### src/rtl/exe_mem_skid_buffer_pkg.sv
// Shared types and constants for the EXE->MEM skid-buffered stage register.
package exe_mem_skid_buffer_pkg;

    // Encodings double as the entry count driven on the occupancy port.
    typedef enum logic [1:0] {
        EMPTY = 2'd0,
        ONE   = 2'd1,
        TWO   = 2'd2
    } state_e;

    localparam int CTRL_MEM_WRT = 0;
    localparam int CTRL_REG_WRT = 1;

    localparam int DEF_BIT_WIDTH           = 32;
    localparam int DEF_REG_INDEX_BIT_WIDTH = 4;
    localparam int DEF_CTRL_WIDTH          = 2;

endpackage

### src/rtl/exe_mem_skid_buffer_reg.sv
// Enable-gated register with asynchronous active-high reset; one instance per buffer entry.
module exe_mem_skid_buffer_reg #(
    parameter int WIDTH = 8
) (
    input  logic             clk,
    input  logic             reset,
    input  logic             en,
    input  logic [WIDTH-1:0] d,
    output logic [WIDTH-1:0] q
);

    // NOTE: sequential state uses non-blocking assignments so every register samples pre-edge values.
    always_ff @(posedge clk or posedge reset) begin
        if (reset) q <= '0;
        else if (en) q <= d;
    end

endmodule

### src/rtl/exe_mem_skid_buffer.sv
// EXE->MEM stage register: valid/ready handshake, two-entry skid buffer, synchronous flush.
module exe_mem_skid_buffer
    import exe_mem_skid_buffer_pkg::*;
#(
    parameter int BIT_WIDTH           = DEF_BIT_WIDTH,
    parameter int REG_INDEX_BIT_WIDTH = DEF_REG_INDEX_BIT_WIDTH,
    parameter int CTRL_WIDTH          = DEF_CTRL_WIDTH
) (
    input  logic                           clk,
    input  logic                           reset,
    input  logic                           flush,
    input  logic                           in_valid,
    output logic                           in_ready,
    input  logic [REG_INDEX_BIT_WIDTH-1:0] src1_in,
    input  logic [REG_INDEX_BIT_WIDTH-1:0] dst_ind_in,
    input  logic [BIT_WIDTH-1:0]           alu_res_in,
    input  logic [CTRL_WIDTH-1:0]          ctrl_in,
    output logic                           out_valid,
    input  logic                           out_ready,
    output logic [REG_INDEX_BIT_WIDTH-1:0] src1_out,
    output logic [REG_INDEX_BIT_WIDTH-1:0] dst_ind_out,
    output logic [BIT_WIDTH-1:0]           alu_res_out,
    output logic [CTRL_WIDTH-1:0]          ctrl_out,
    output logic [1:0]                     occupancy
);

    localparam int PW = 2 * REG_INDEX_BIT_WIDTH + BIT_WIDTH + CTRL_WIDTH;

    state_e        state_q, state_d;
    logic          in_ready_q, out_valid_q;
    logic          push, pop;
    logic          main_en, skid_en;
    logic [PW-1:0] in_word, main_d, main_q, skid_d, skid_q;
    logic [PW-1:0] main_cleared, skid_cleared;

    assign push = in_valid & in_ready_q;
    assign pop  = out_valid_q & out_ready;

    assign in_word = {src1_in, dst_ind_in, alu_res_in, ctrl_in};

    // Squashed or drained entries keep stale data but lose their control bits.
    assign main_cleared = {main_q[PW-1:CTRL_WIDTH], {CTRL_WIDTH{1'b0}}};
    assign skid_cleared = {skid_q[PW-1:CTRL_WIDTH], {CTRL_WIDTH{1'b0}}};

    // in_ready and out_valid are registered decodes of the next state, so neither
    // out_ready nor in_valid has a combinational path to in_ready.
    always_ff @(posedge clk or posedge reset) begin
        if (reset) begin
            state_q     <= EMPTY;
            in_ready_q  <= 1'b1;
            out_valid_q <= 1'b0;
        end else begin
            state_q     <= state_d;
            in_ready_q  <= (state_d != TWO);
            out_valid_q <= (state_d != EMPTY);
        end
    end

    // NOTE: every combinational output gets a default first, so no path can infer a latch.
    always_comb begin
        state_d = state_q;
        if (flush) begin
            state_d = EMPTY;
        end else begin
            case (state_q)
                EMPTY: if (push) state_d = ONE;
                ONE: begin
                    if (push && !pop)      state_d = TWO;
                    else if (!push && pop) state_d = EMPTY;
                end
                TWO:     if (pop) state_d = ONE;
                default: state_d = EMPTY;
            endcase
        end
    end

    always_comb begin
        main_en = 1'b0;
        main_d  = in_word;
        skid_en = 1'b0;
        skid_d  = in_word;
        if (flush) begin
            main_en = 1'b1;
            main_d  = main_cleared;
            skid_en = 1'b1;
            skid_d  = skid_cleared;
        end else begin
            case (state_q)
                EMPTY: main_en = push;
                ONE: begin
                    if (push && pop) begin
                        main_en = 1'b1;
                    end else if (push) begin
                        skid_en = 1'b1;
                    end else if (pop) begin
                        main_en = 1'b1;
                        main_d  = main_cleared;
                    end
                end
                TWO: begin
                    if (pop) begin
                        main_en = 1'b1;
                        main_d  = skid_q;
                        skid_en = 1'b1;
                        skid_d  = skid_cleared;
                    end
                end
                default: ;
            endcase
        end
    end

    // NOTE: payload storage is reset as well so outputs come up at zero, not X.
    exe_mem_skid_buffer_reg #(.WIDTH(PW)) u_main (
        .clk  (clk),
        .reset(reset),
        .en   (main_en),
        .d    (main_d),
        .q    (main_q)
    );

    exe_mem_skid_buffer_reg #(.WIDTH(PW)) u_skid (
        .clk  (clk),
        .reset(reset),
        .en   (skid_en),
        .d    (skid_d),
        .q    (skid_q)
    );

    assign in_ready    = in_ready_q;
    assign out_valid   = out_valid_q;
    assign occupancy   = state_q;
    assign src1_out    = main_q[PW-1 -: REG_INDEX_BIT_WIDTH];
    assign dst_ind_out = main_q[PW-1-REG_INDEX_BIT_WIDTH -: REG_INDEX_BIT_WIDTH];
    assign alu_res_out = main_q[CTRL_WIDTH +: BIT_WIDTH];
    assign ctrl_out    = out_valid_q ? main_q[CTRL_WIDTH-1:0] : '0;

endmodule

### config.mk
export PLATFORM = sky130hd
export DESIGN_NAME = exe_mem_skid_buffer
export DESIGN_NICKNAME = d
export VERILOG_FILES = /design/src/rtl/exe_mem_skid_buffer_pkg.sv /design/src/rtl/exe_mem_skid_buffer_reg.sv /design/src/rtl/exe_mem_skid_buffer.sv
export SDC_FILE = /design/constraint.sdc
export NUM_CORES = 1
export LEC_CHECK = 0
export CORE_MARGIN = 4
export CORE_UTILIZATION = 38
export CTS_CLUSTER_SIZE = 25
export DETAILED_ROUTE_END_ITERATION = 10
export DONT_BUFFER_PORTS = 1
export SLEW_MARGIN = 20
export SYNTH_ARGS = -nofsm -noshare
export SYNTH_HDL_FRONTEND = slang
export SYNTH_SLANG_ARGS = --single-unit
export TNS_END_PERCENT = 50
### constraint.sdc
create_clock -name clk -period 4.3 [get_ports clk]
set_clock_uncertainty 0.05 [all_clocks]
set_input_delay 0.43 -clock clk [delete_from_list [all_inputs] [get_ports clk]]
set_output_delay 0.43 -clock clk [all_outputs]
set_load 0.01 [all_outputs]
Yosys cells after proc, flatten, opt, wreduce, memory -nomap -nowiden
Index checks and enable logic that the tools add are counted.
Word-level totals
  input port bits: 47
  bits in registers: 88
  output and inout port bits: 46
  word-level logic and storage cells: 48
Cells by class
  equality and inequality tests: 5
  bitwise gates (word level): 3
  multiplexer cells: 24
  reduce and logical (&&, ||, !) cells: 9
Operators by type and width (count)
  $mux W42: 5
  $pmux W42 S2: 1
  $mux W2: 8
  $mux W1: 7
  $pmux W2 S3: 1
  $reduce_and A3 Y1: 2
  $ne A2 B2 Y1 const B: 2
  $ne A4 B4 Y1 const B: 1
  $logic_and A1 B1 Y1: 3
  $pmux W1 S3: 1
  $and A1 B1 Y1: 2
  $eq A2 B1 Y1 const B: 1
  $eq A2 B2 Y1 const B: 1
  $logic_not A1 Y1: 2
  $logic_not A2 Y1: 1
  $pmux W1 S2: 1
  $reduce_bool A2 Y1: 1
  $not A1 Y1: 1

Logic depth before layout (Yosys ltp)
Gate-level depths: netlist of run 1.
  depth in word-level cells: 8
  depth in mapped cells: 8
  mapped depth without buffers: 6

Hierarchy
Synthesis of run 1 repeated with hierarchy kept, for this count alone.
Unflattened totals
  cell total of the unflattened synthesis: 382
  area, all modules: 5231.3 um^2
By module, submodules not included
  exe_mem_skid_buffer_reg: area each 1769.2 um^2, instances 2, sequential area each 1051.0 um^2, cells each 90
  exe_mem_skid_buffer: area each 1692.9 um^2, instances 1, sequential area each 101.3 um^2, cells each 202

Least setup slack after synthesis of run 1
Ideal clock, no wire load.
  path kind: flip-flop to flip-flop
  start: register state_q[1] (netlist: occupancy[1])
  end: register u_skid.q[30]
  setup slack: 2232 ps
  data required time: 4125 ps
  arrival time: 1894 ps
  cell stages (with the launch flop): 7
  period minus slack after synthesis: 2068 ps
  path buffers: 1
  library setup time: 125 ps
  path through: dfrtp_1 -> inv_1 -> ha_1 -> nand3_2 -> nor4b_4 -> buf_6 -> mux2_2
Between the ends
  longest elaborated chain between the ends: 4
  elaborated cells on any way between the ends: 7
  classes of those cells: eq/ne (3); mux (3); reduce/logical (1)
Ends and longest elaborated chain
  from (decl): line exe_mem_skid_buffer.sv:29  | state_e state_q, state_d;
  from (signal assigned): line exe_mem_skid_buffer.sv:53  | state_q <= state_d;
  $eq A2 B2 Y1 / $eq A2 B1 Y1 (equally long branches): line exe_mem_skid_buffer.sv:88  | case (state_q)
  $pmux W1 S2: line exe_mem_skid_buffer.sv:88
  $mux W1: line exe_mem_skid_buffer.sv:82  | if (flush) begin
  $reduce_and A3 Y1 (no line)
  to (signal assigned): line exe_mem_skid_buffer_reg.sv:14  | if (reset) q <= '0;
  to (signal assigned): line exe_mem_skid_buffer_reg.sv:15  | else if (en) q <= d;
  to (decl): line exe_mem_skid_buffer_reg.sv:9  | output logic [WIDTH-1:0] q
Several ways; a longest one is shown, not always the timed one.
A chain may end at the register's enable or synchronous reset.

Worst setup path after layout of run 1
  start: register state_q[1] (netlist: occupancy[1])
  end: register u_main.q[40]
Between the ends
  longest elaborated chain between the ends: 4
  elaborated cells on any way between the ends: 8
  classes of those cells: eq/ne (3); mux (3); reduce/logical (2)
Ends and longest elaborated chain (line)
  $eq A2 B2 Y1, or another cell as far along: exe_mem_skid_buffer.sv:88
  $pmux W1 S3: exe_mem_skid_buffer.sv:88
  $mux W1: exe_mem_skid_buffer.sv:82
  $reduce_and A3 Y1 (no line)
  to (signal assigned): exe_mem_skid_buffer_reg.sv:14
  to (signal assigned): exe_mem_skid_buffer_reg.sv:15
  to (decl): exe_mem_skid_buffer_reg.sv:9
Several ways; a longest one is shown, not always the timed one.

==> metrics.txt, run 1 <==
RD Place Congestion=0.841; largest net degree at the start of global routing=50; slew of the pin with the lowest slew margin=0.917 ns; I/O Pins=93; initial core utilization=38.8%; M2 GR Usage=23.6%; Ant. Diodes=0; # hold bufs at CTS=0; wire per inst=19.4 um; Post-synth top flop=dfrtp_1; R2R cell count=8; outcome=finished, final reports clean; Power, Total=2.48 mW; Residual DRC=0; Final Setup Violations=0; global-route wire length before repair=14700 um; Mapped Area=0.00419 sq mm; CTS H-tree lvls=3; CP dominant cell by count=buf_4; Setup Fix Bufs, Post-CTS=0; Overflow after GRT=0; IO Port Bufs=0; worst reg-to-reg setup slack=1.24 ns; Post-synth EDFFs=0; final non-filler cell total=465; Final Cycle Share=71.3%; worst vdd ir=0.271 mV; sequential share of the synthesized area=52.6%; Nets=371; Req. time, crit path=4.47 ns; share of the synthesized area in the top cell type=52.0%; Worst R2R End=u_main.q[40]; Area after DPL=0.00398 sq mm; crit start category=flip-flop; final worst path period need=3.06 ns; M1 GR Usage=17.4%; hpwl dp=5780 um; worst setup path endpoint=u_main.q[40]; initial DRC count=224; Worst path slowest cell=and2_1; Die Span Y=113 um; category of the most critical setup path=flip-flop to flip-flop; main area contributors after synthesis=dfrtp_1 (52%), a21oi_1 (9.9%), mux2_2 (9.1%); CP Depth=8; Skew-Pair Late Insertion Delay=0.34 ns; Seq cells post-synth=88; RSZ-0062 raised after global routing=false; Yosys cell types=32; Worst-path clk slew=0.07 ns; area leader, netlist=dfrtp_1; Fmax=0.326 GHz; worst-path fanout max=41; All-Layer GR Usage=14.5%; post-synth net total=420; yosys synthesis warning count=0; FP Rows=38; dpl cells=449; worst setup margin=1.24 ns; Area growth syn-to-layout=-0.628%; count of max-cap constraint violations=0; PD cells=597 mW/mm^2; vias in the first global route=2764; Routed WL=9000 um; Data arrival, critical path=3.23 ns; Antenna Nets Post-Route=0; fraction of layout cells with a size suffix above 1=18.5%; dpl ws=1.23 ns; via count=2579; Worst Hold Class=input port to async pin; Finished Cell Area=0.00416 sq mm; Avg Vias per Cell=5.55; crit end category=flip-flop; GR Util met3=6.15%; Avg Cell Area, Syn=11.3 sq um; gr busiest metal=met2; top post-synthesis cells by count=dfrtp_1 (87), a21oi_1 (83), buf_4 (44); Relative slew margins=38.8%; TritonCTS Buffers=9; CP delay by family, top=simple AND/OR/NAND/NOR gates; Final Hold Fails=0; clk root buf=clkbuf_8; CTS tree=yes; most common cell in the netlist=dfrtp_1; fin util=38.5%; CTS resizes=0; crit-path max cell delay=0.75 ns; clock tree sinks=88; setup_tns=0 ns; RR Startpoint=occupancy[1]; die area=0.0128 sq mm; Die Span X=113 um; final hold slack=0.0516 ns; Cells after Synth=369; Fillers=1042; Post-synth ARST share=100%; Longest Clk Path Bufs=2; crit path launch=occupancy[1]; fin. max-slew vios=0; initial antenna violation count=0; leak pwr=1.74 nW; Core Region=0.0108 sq mm; crit-path cells=inv_1 -> ha_1 -> nand2b_1 -> o221ai_4 -> buf_4 -> and2_1 -> buf_4 -> a21oi_1; Pre-antenna DRT Iters=4; Bufs and invs on worst path=3
-- how the worst min path moves through the flow --
stage                    to          from  cells after the start
4_1_cts        occupancy[1]         reset                      1
2_1_floorplan   u_main.q[0]   u_main.q[0]                      1
3_5_place_dp   u_skid.q[11]  u_skid.q[11]                      1
3_3_place_gp   u_skid.q[11]  u_skid.q[11]                      1
5_1_grt        occupancy[1]         reset                      1
6_report       occupancy[1]         reset                      1
-- state kept, by name (all words and copies together), names as in the netlist --
name       count
u_main.q      42
u_skid.q      42
occupancy      2
in_ready       1
out_valid      1
-- placed cells by master (no fill, tap or decap), types with 5 or more instances in the layout --
master | synthesis | final
mux2_1 | 6 | 6
nand3_1 | 6 | 5
buf_4 | 44 | 6
o21ai_0 | 5 | 5
a22oi_1 | 40 | 40
dfrtp_1 | 87 | 87
mux2_2 | 34 | 34
clkbuf_8 | 0 | 9
a21o_1 | 5 | 5
a21oi_1 | 83 | 83
clkbuf_1 | 13 | 6
-- cell families after synthesis --
kind of cell	after synthesis	synth area share, %
compound gates	142	20.6
fa+ha+maj	4	1.20
xor+xnor	1	0.209
mux	40	10.8
buf+inv	71	11.2
simple gates	23	3.41
flops	88	52.6
-- where the power goes --
part	switching [mW]	internal, mW
clock	0.265	0.271
combinational	0.256	0.259
sequential	0.280	1.15
-- layer usage --
metal	up-vias	routed length, um
li1	1192	-
met1	1297	3710
met2	80	4420
met3	10	789
met4	0	85
met5	-	0
-- cell type report --
| type | instances | area (sq um) | area share [%] |
|---|---|---|---|
| flip-flops and latches | 88 | 2200 | 53.0 |
| multi-input cells | 210 | 1540 | 37.0 |
| well taps | 140 | 175 | 4.21 |
| clock buffers | 15 | 146 | 3.52 |
| repair buffers | 6 | 45.0 | 1.08 |
| clock inverters | 1 | 30.0 | 0.722 |
| inverters | 5 | 20.0 | 0.481 |
Note: power is estimated with default switching activity, not from simulation.
==> inputs of run 2 (changes only) <==
Clock period 4.3 ns to 3 ns, I/O delays scaled along.
==> metrics.txt, run 2 (same netlist as run 1, synthesis figures left out) <==
Skew-Pair Late Insertion Delay=0.36 ns (was 0.34 ns); vias in the first global route=2808 (was 2764); Finished Cell Area=0.00437 sq mm (was 0.00416 sq mm); Worst-path clk slew=0.09 ns (was 0.07 ns); PD cells=877 mW/mm^2 (was 597 mW/mm^2); Avg Vias per Cell=5.58 (was 5.55); Nets=384 (was 371); RSZ-0062 raised after global routing=false (unchanged); CTS tree=yes (unchanged); Net Sw Power=1.20 mW (was 800 uW); Die Span X=113 um (unchanged); Longest Clk Path Bufs=2 (unchanged); crit start category=flip-flop (unchanged); I/O Pins=93 (unchanged); wire per inst=19.7 um (was 19.4 um); die area=0.0128 sq mm (unchanged); clock tree sinks=88 (unchanged); setup_tns=0 ns (unchanged); Data arrival, critical path=2.53 ns (was 3.23 ns); Worst Hold Class=input port to flip-flop (was input port to async pin); clock power share=26.6% (was 21.6%); Relative slew margins=41.6% (was 38.8%); IO Port Bufs=0 (unchanged); via count=2666 (was 2579); leak pwr=1.84 nW (was 1.74 nW); Pre-antenna DRT Iters=4 (unchanged); TritonCTS Buffers=9 (unchanged); CTS resizes=0 (unchanged); All-Layer GR Usage=15.1% (was 14.5%); Fmax=0.429 GHz (was 0.326 GHz); commonest non-fill, non-tap cells in the layout=dfrtp_1 (87), a21oi_1 (83), a22oi_1 (40) (unchanged); Core Region=0.0108 sq mm (unchanged); worst reg-to-reg setup slack=0.67 ns (was 1.24 ns); CTS H-tree lvls=3 (unchanged); RD Place Congestion=0.883 (was 0.841); Final Hold Fails=0 (unchanged); Antenna Nets Post-Route=0 (unchanged); dpl ws=0.658 ns (was 1.23 ns); fin. max-slew vios=0 (unchanged); worst setup margin=0.668 ns (was 1.24 ns); Req. time, crit path=3.20 ns (was 4.47 ns); slew of the pin with the lowest slew margin=0.875 ns (was 0.917 ns); combinational power share=20.0% (was 20.7%); clk root buf=clkbuf_8 (unchanged); Routed WL=9400 um (was 9000 um); largest net degree at the start of global routing=50 (unchanged); crit end category=flip-flop (unchanged); worst-path fanout max=28 (was 41); Final Cycle Share=77.7% (was 71.3%); outcome=finished, final reports clean (unchanged); category of the most critical setup path=flip-flop to flip-flop (unchanged); fraction of layout cells with a size suffix above 1=20.4% (was 18.5%); Pint=2.64 mW (was 1.68 mW); final worst path period need=2.33 ns (was 3.06 ns); FP Rows=38 (unchanged); Area growth syn-to-layout=4.45% (was -0.628%); sw frac=31.2% (was 32.2%); commonest non-fill, non-tap cell in the layout=dfrtp_1 (unchanged); hpwl dp=6050 um (was 5780 um); Residual DRC=0 (unchanged); sequential share of power=53.5% (was 57.7%); worst vdd ir=0.372 mV (was 0.271 mV); fin util=40.5% (was 38.5%); Die Span Y=113 um (unchanged); Final Setup Violations=0 (unchanged); Overflow after GRT=0 (unchanged); Area after DPL=0.00402 sq mm (was 0.00398 sq mm); global-route wire length before repair=15200 um (was 14700 um); count of max-cap constraint violations=0 (unchanged); initial core utilization=38.8% (unchanged); initial DRC count=247 (was 224); initial antenna violation count=0 (unchanged); Power, Total=3.83 mW (was 2.48 mW); Ant. Diodes=0 (unchanged)
-- run 2: changes by cell type in the layout (fill, tap and decap cells not counted), sizes merged --
cell,previous run,this run
buf,6,9
bufinv,1,3
clkbuf,15,11
clkinv,1,2
clkinvlp,0,1
dlygate4sd3,0,10
-- run 2: per-stage QoR --
step / hold slack (ns) / std cells
after floorplan: 0.385 / 369
after global placement: 0.261 / 452
after detailed placement: 0.262 / 452
after CTS: 0.000692 / 476
after global routing: 0.000733 / 478
final: 0.0274 / 478
-- run 2: area by class of cell --
cell class,instances,area [sq um]
fill,1034,6420
clock inverter,5,103
inverter,5,20.0
tap,140,175
clock buffer,11,151
timing repair buffer,19,180
sequential,88,2200
multi-input combinational,210,1540
-- run 2: power by group through the flow --
stage          registers [mW]  clock network, mW  logic (mW)
2_1_floorplan            1.86                  0        1.02
5_1_grt                  2.11               1.10       0.865
6_report                 2.05               1.02       0.766
3_5_place_dp             2.08                  0       0.764
3_3_place_gp             2.06                  0       0.736
4_1_cts                  2.06               1.05       0.773
-- run 2: timing repair --
action | in CTS | in global routing
hold buffers | 8 | 2
hold endpoints to repair | 46 | 2
setup buffers | 0 | 0
-- run 2: final timing paths --
path / start / to / cells past startpoint
min: ctrl_in[0] / u_skid.q[0] / 1
min reg2reg: u_skid.q[6] / u_skid.q[6] / 1
max in group asynchronous: reset / in_ready / 3
max reg2reg: occupancy[1] / u_skid.q[29] / 6
max: occupancy[1] / u_skid.q[29] / 6
min in group asynchronous: reset / u_main.q[2] / 2
-- run 2: metal layers --
layer,vias up,GRT usage (%),share of wire [%]
li1,1226,-,-
met1,1338,19.2,41
met2,94,23.1,49
met3,8,6.15,9.1
met4,0,5.61,0.98
met5,-,0,0
-- run 2: critical path, stage by stage (launching register included) --
cell and delay [ns]:
dfrtp_1 0.45, inv_1 0.15, ha_1 0.29, nand3_2 0.18, nor4b_4 0.30, buf_4 0.39, mux2_2 0.38
==> inputs of run 3 (changes only) <==
Clock period 3 ns to 1.95 ns, I/O delays scaled along.
==> metrics.txt, run 3 (same netlist as run 1, synthesis figures left out) <==
outcome=finished, final reports clean (unchanged); Ant. Diodes=0 (unchanged); Relative slew margins=66.1% (was 41.6%); Req. time, crit path=2.14 ns (was 3.20 ns); Power, Total=5.81 mW (was 3.83 mW); Routed WL=10200 um (was 9400 um); Die Span Y=113 um (unchanged); wire per inst=19.2 um (was 19.7 um); IO Port Bufs=0 (unchanged); Data arrival, critical path=2.09 ns (was 2.53 ns); I/O Pins=93 (unchanged); initial DRC count=225 (was 247); crit end category=flip-flop (unchanged); Avg Vias per Cell=5.46 (was 5.58); vias in the first global route=3052 (was 2808); RSZ-0062 raised after global routing=true (was false); Worst-path clk slew=0.08 ns (was 0.09 ns); global-route wire length before repair=16100 um (was 15200 um); All-Layer GR Usage=15.8% (was 15.1%); Overflow after GRT=0 (unchanged); commonest non-fill, non-tap cell in the layout=dfrtp_1 (unchanged); Worst path slowest cell=dfrtp_1 (unchanged); crit-path cells=inv_2 -> ha_2 -> nand3_4 -> nor4b_4 -> buf_6 -> buf_8 -> mux2_2 (was inv_1 -> ha_1 -> nand3_2 -> nor4b_4 -> buf_4 -> mux2_2); clk root buf=clkbuf_8 (unchanged); initial antenna violation count=0 (unchanged); clock tree sinks=88 (unchanged); RD Place Congestion=0.816 (was 0.883); initial core utilization=38.8% (unchanged); category of the most critical setup path=flip-flop to flip-flop (unchanged); Final Hold Fails=0 (unchanged); CTS tree=yes (unchanged); RR Startpoint=occupancy[1] (unchanged); CP delay by family, top=buffers and inverters (unchanged); HP Start=alu_res_in[8] (was ctrl_in[0]); worst vdd ir=0.533 mV (was 0.372 mV); fraction of layout cells with a size suffix above 1=22.4% (was 20.4%); worst-case hold path end point=u_main.q[10] (was u_skid.q[0]); commonest non-fill, non-tap cells in the layout=dfrtp_1 (87), a21oi_1 (83), dlygate4sd3_1 (45) (was dfrtp_1 (87), a21oi_1 (83), a22oi_1 (40)); Bufs and invs on worst path=3 (was 2); Core Region=0.0108 sq mm (unchanged); Final Setup Violations=0 (unchanged); Final Cycle Share=97.3% (was 77.7%); Die Span X=113 um (unchanged); Nets=437 (was 384); Residual DRC=0 (unchanged); worst-path fanout max=10 (was 28); dpl ws=-0.0367 ns (was 0.658 ns); Longest Clk Path Bufs=2 (unchanged); worst setup margin=0.0524 ns (was 0.668 ns); die area=0.0128 sq mm (unchanged); Area growth syn-to-layout=16.8% (was 4.45%); Area after DPL=0.00413 sq mm (was 0.00402 sq mm); fin. max-slew vios=0 (unchanged); fin util=45.3% (was 40.5%); Finished Cell Area=0.00489 sq mm (was 0.00437 sq mm); Fillers=982 (was 1034); largest net degree at the start of global routing=89 (was 50); Fmax=0.527 GHz (was 0.429 GHz); crit start category=flip-flop (unchanged); FP Rows=38 (unchanged); Skew-Pair Late Insertion Delay=0.35 ns (was 0.36 ns); PD cells=1190 mW/mm^2 (was 877 mW/mm^2); slew of the pin with the lowest slew margin=0.508 ns (was 0.875 ns); final hold slack=0.0210 ns (was 0.0274 ns); worst hold stages=2 (was 1); Antenna Nets Post-Route=0 (unchanged); via count=2889 (was 2666); R2R cell count=7 (was 6); Worst R2R End=u_skid.q[39] (was u_skid.q[29]); worst reg-to-reg setup slack=0.05 ns (was 0.67 ns); crit-path max cell delay=0.39 ns (was 0.45 ns); leak pwr=2.07 nW (was 1.84 nW); final worst path period need=1.90 ns (was 2.33 ns); Worst Hold Class=input port to flip-flop (unchanged); CTS H-tree lvls=3 (unchanged); count of max-cap constraint violations=0 (unchanged); TritonCTS Buffers=9 (unchanged); Pre-antenna DRT Iters=5 (was 4); hpwl dp=6340 um (was 6050 um)
run 3: repair_timing:
| item | in CTS | in global routing |
|---|---|---|
| setup endpoints to repair | 40 | 79 |
| buffers inserted | 0 | 3 |
| gates resized for setup | 0 | 16 |
| pin swaps | 0 | 1 |
| gates cloned | 0 | 2 |
| hold buffers | 43 | 2 |
| hold endpoints to repair | 135 | 2 |
run 3: power breakdown:
group | internal [mW] | switching [mW]
clock network | 0.712 | 0.608
registers | 2.54 | 0.598
logic | 0.706 | 0.638
run 3: layer usage:
metal / vias to the layer above / track usage (%) / part of all wire (%)
met3: 12 / 5.19 / 6.6
met2: 79 / 25.5 / 49
li1: 1331 / - / -
met5: - / 0 / 0
met4: 0 / 4.89 / 1.2
met1: 1467 / 20.1 / 44
run 3: how the worst max path moves through the flow:
stage                       from      endpoint  cells past startpoint
floorplan           occupancy[1]  u_skid.q[30]                      6
global placement    occupancy[1]  u_skid.q[22]                      6
detailed placement  occupancy[1]  u_skid.q[16]                      6
CTS                 occupancy[1]  u_skid.q[18]                      6
global route        occupancy[1]  u_skid.q[34]                      7
finish              occupancy[1]  u_skid.q[39]                      7
run 3: layout make-up:
class	count	area [sq um]	share of cell area, %
clock inverters	3	68.8	1.41
repair buffers	72	731	14.9
clock buffers	11	131	2.69
flip-flops and latches	88	2200	45.1
inverters	5	22.5	0.461
well taps	140	175	3.58
multi-input cells	210	1560	31.9
run 3: per-stage QoR:
stage	setup TNS (ns)	cells
floorplan	-4.40	369
global placement	0	465
detailed placement	-0.652	465
CTS	-1.02	522
global route	-0.800	529
finish	0	529
run 3: worst reg2reg max path, stage by stage, from the launching register on:
cell,delay [ns]
dfrtp_1,0.39
inv_2,0.08
ha_2,0.20
nand3_4,0.09
nor4b_4,0.29
buf_6,0.18
buf_8,0.16
mux2_2,0.35
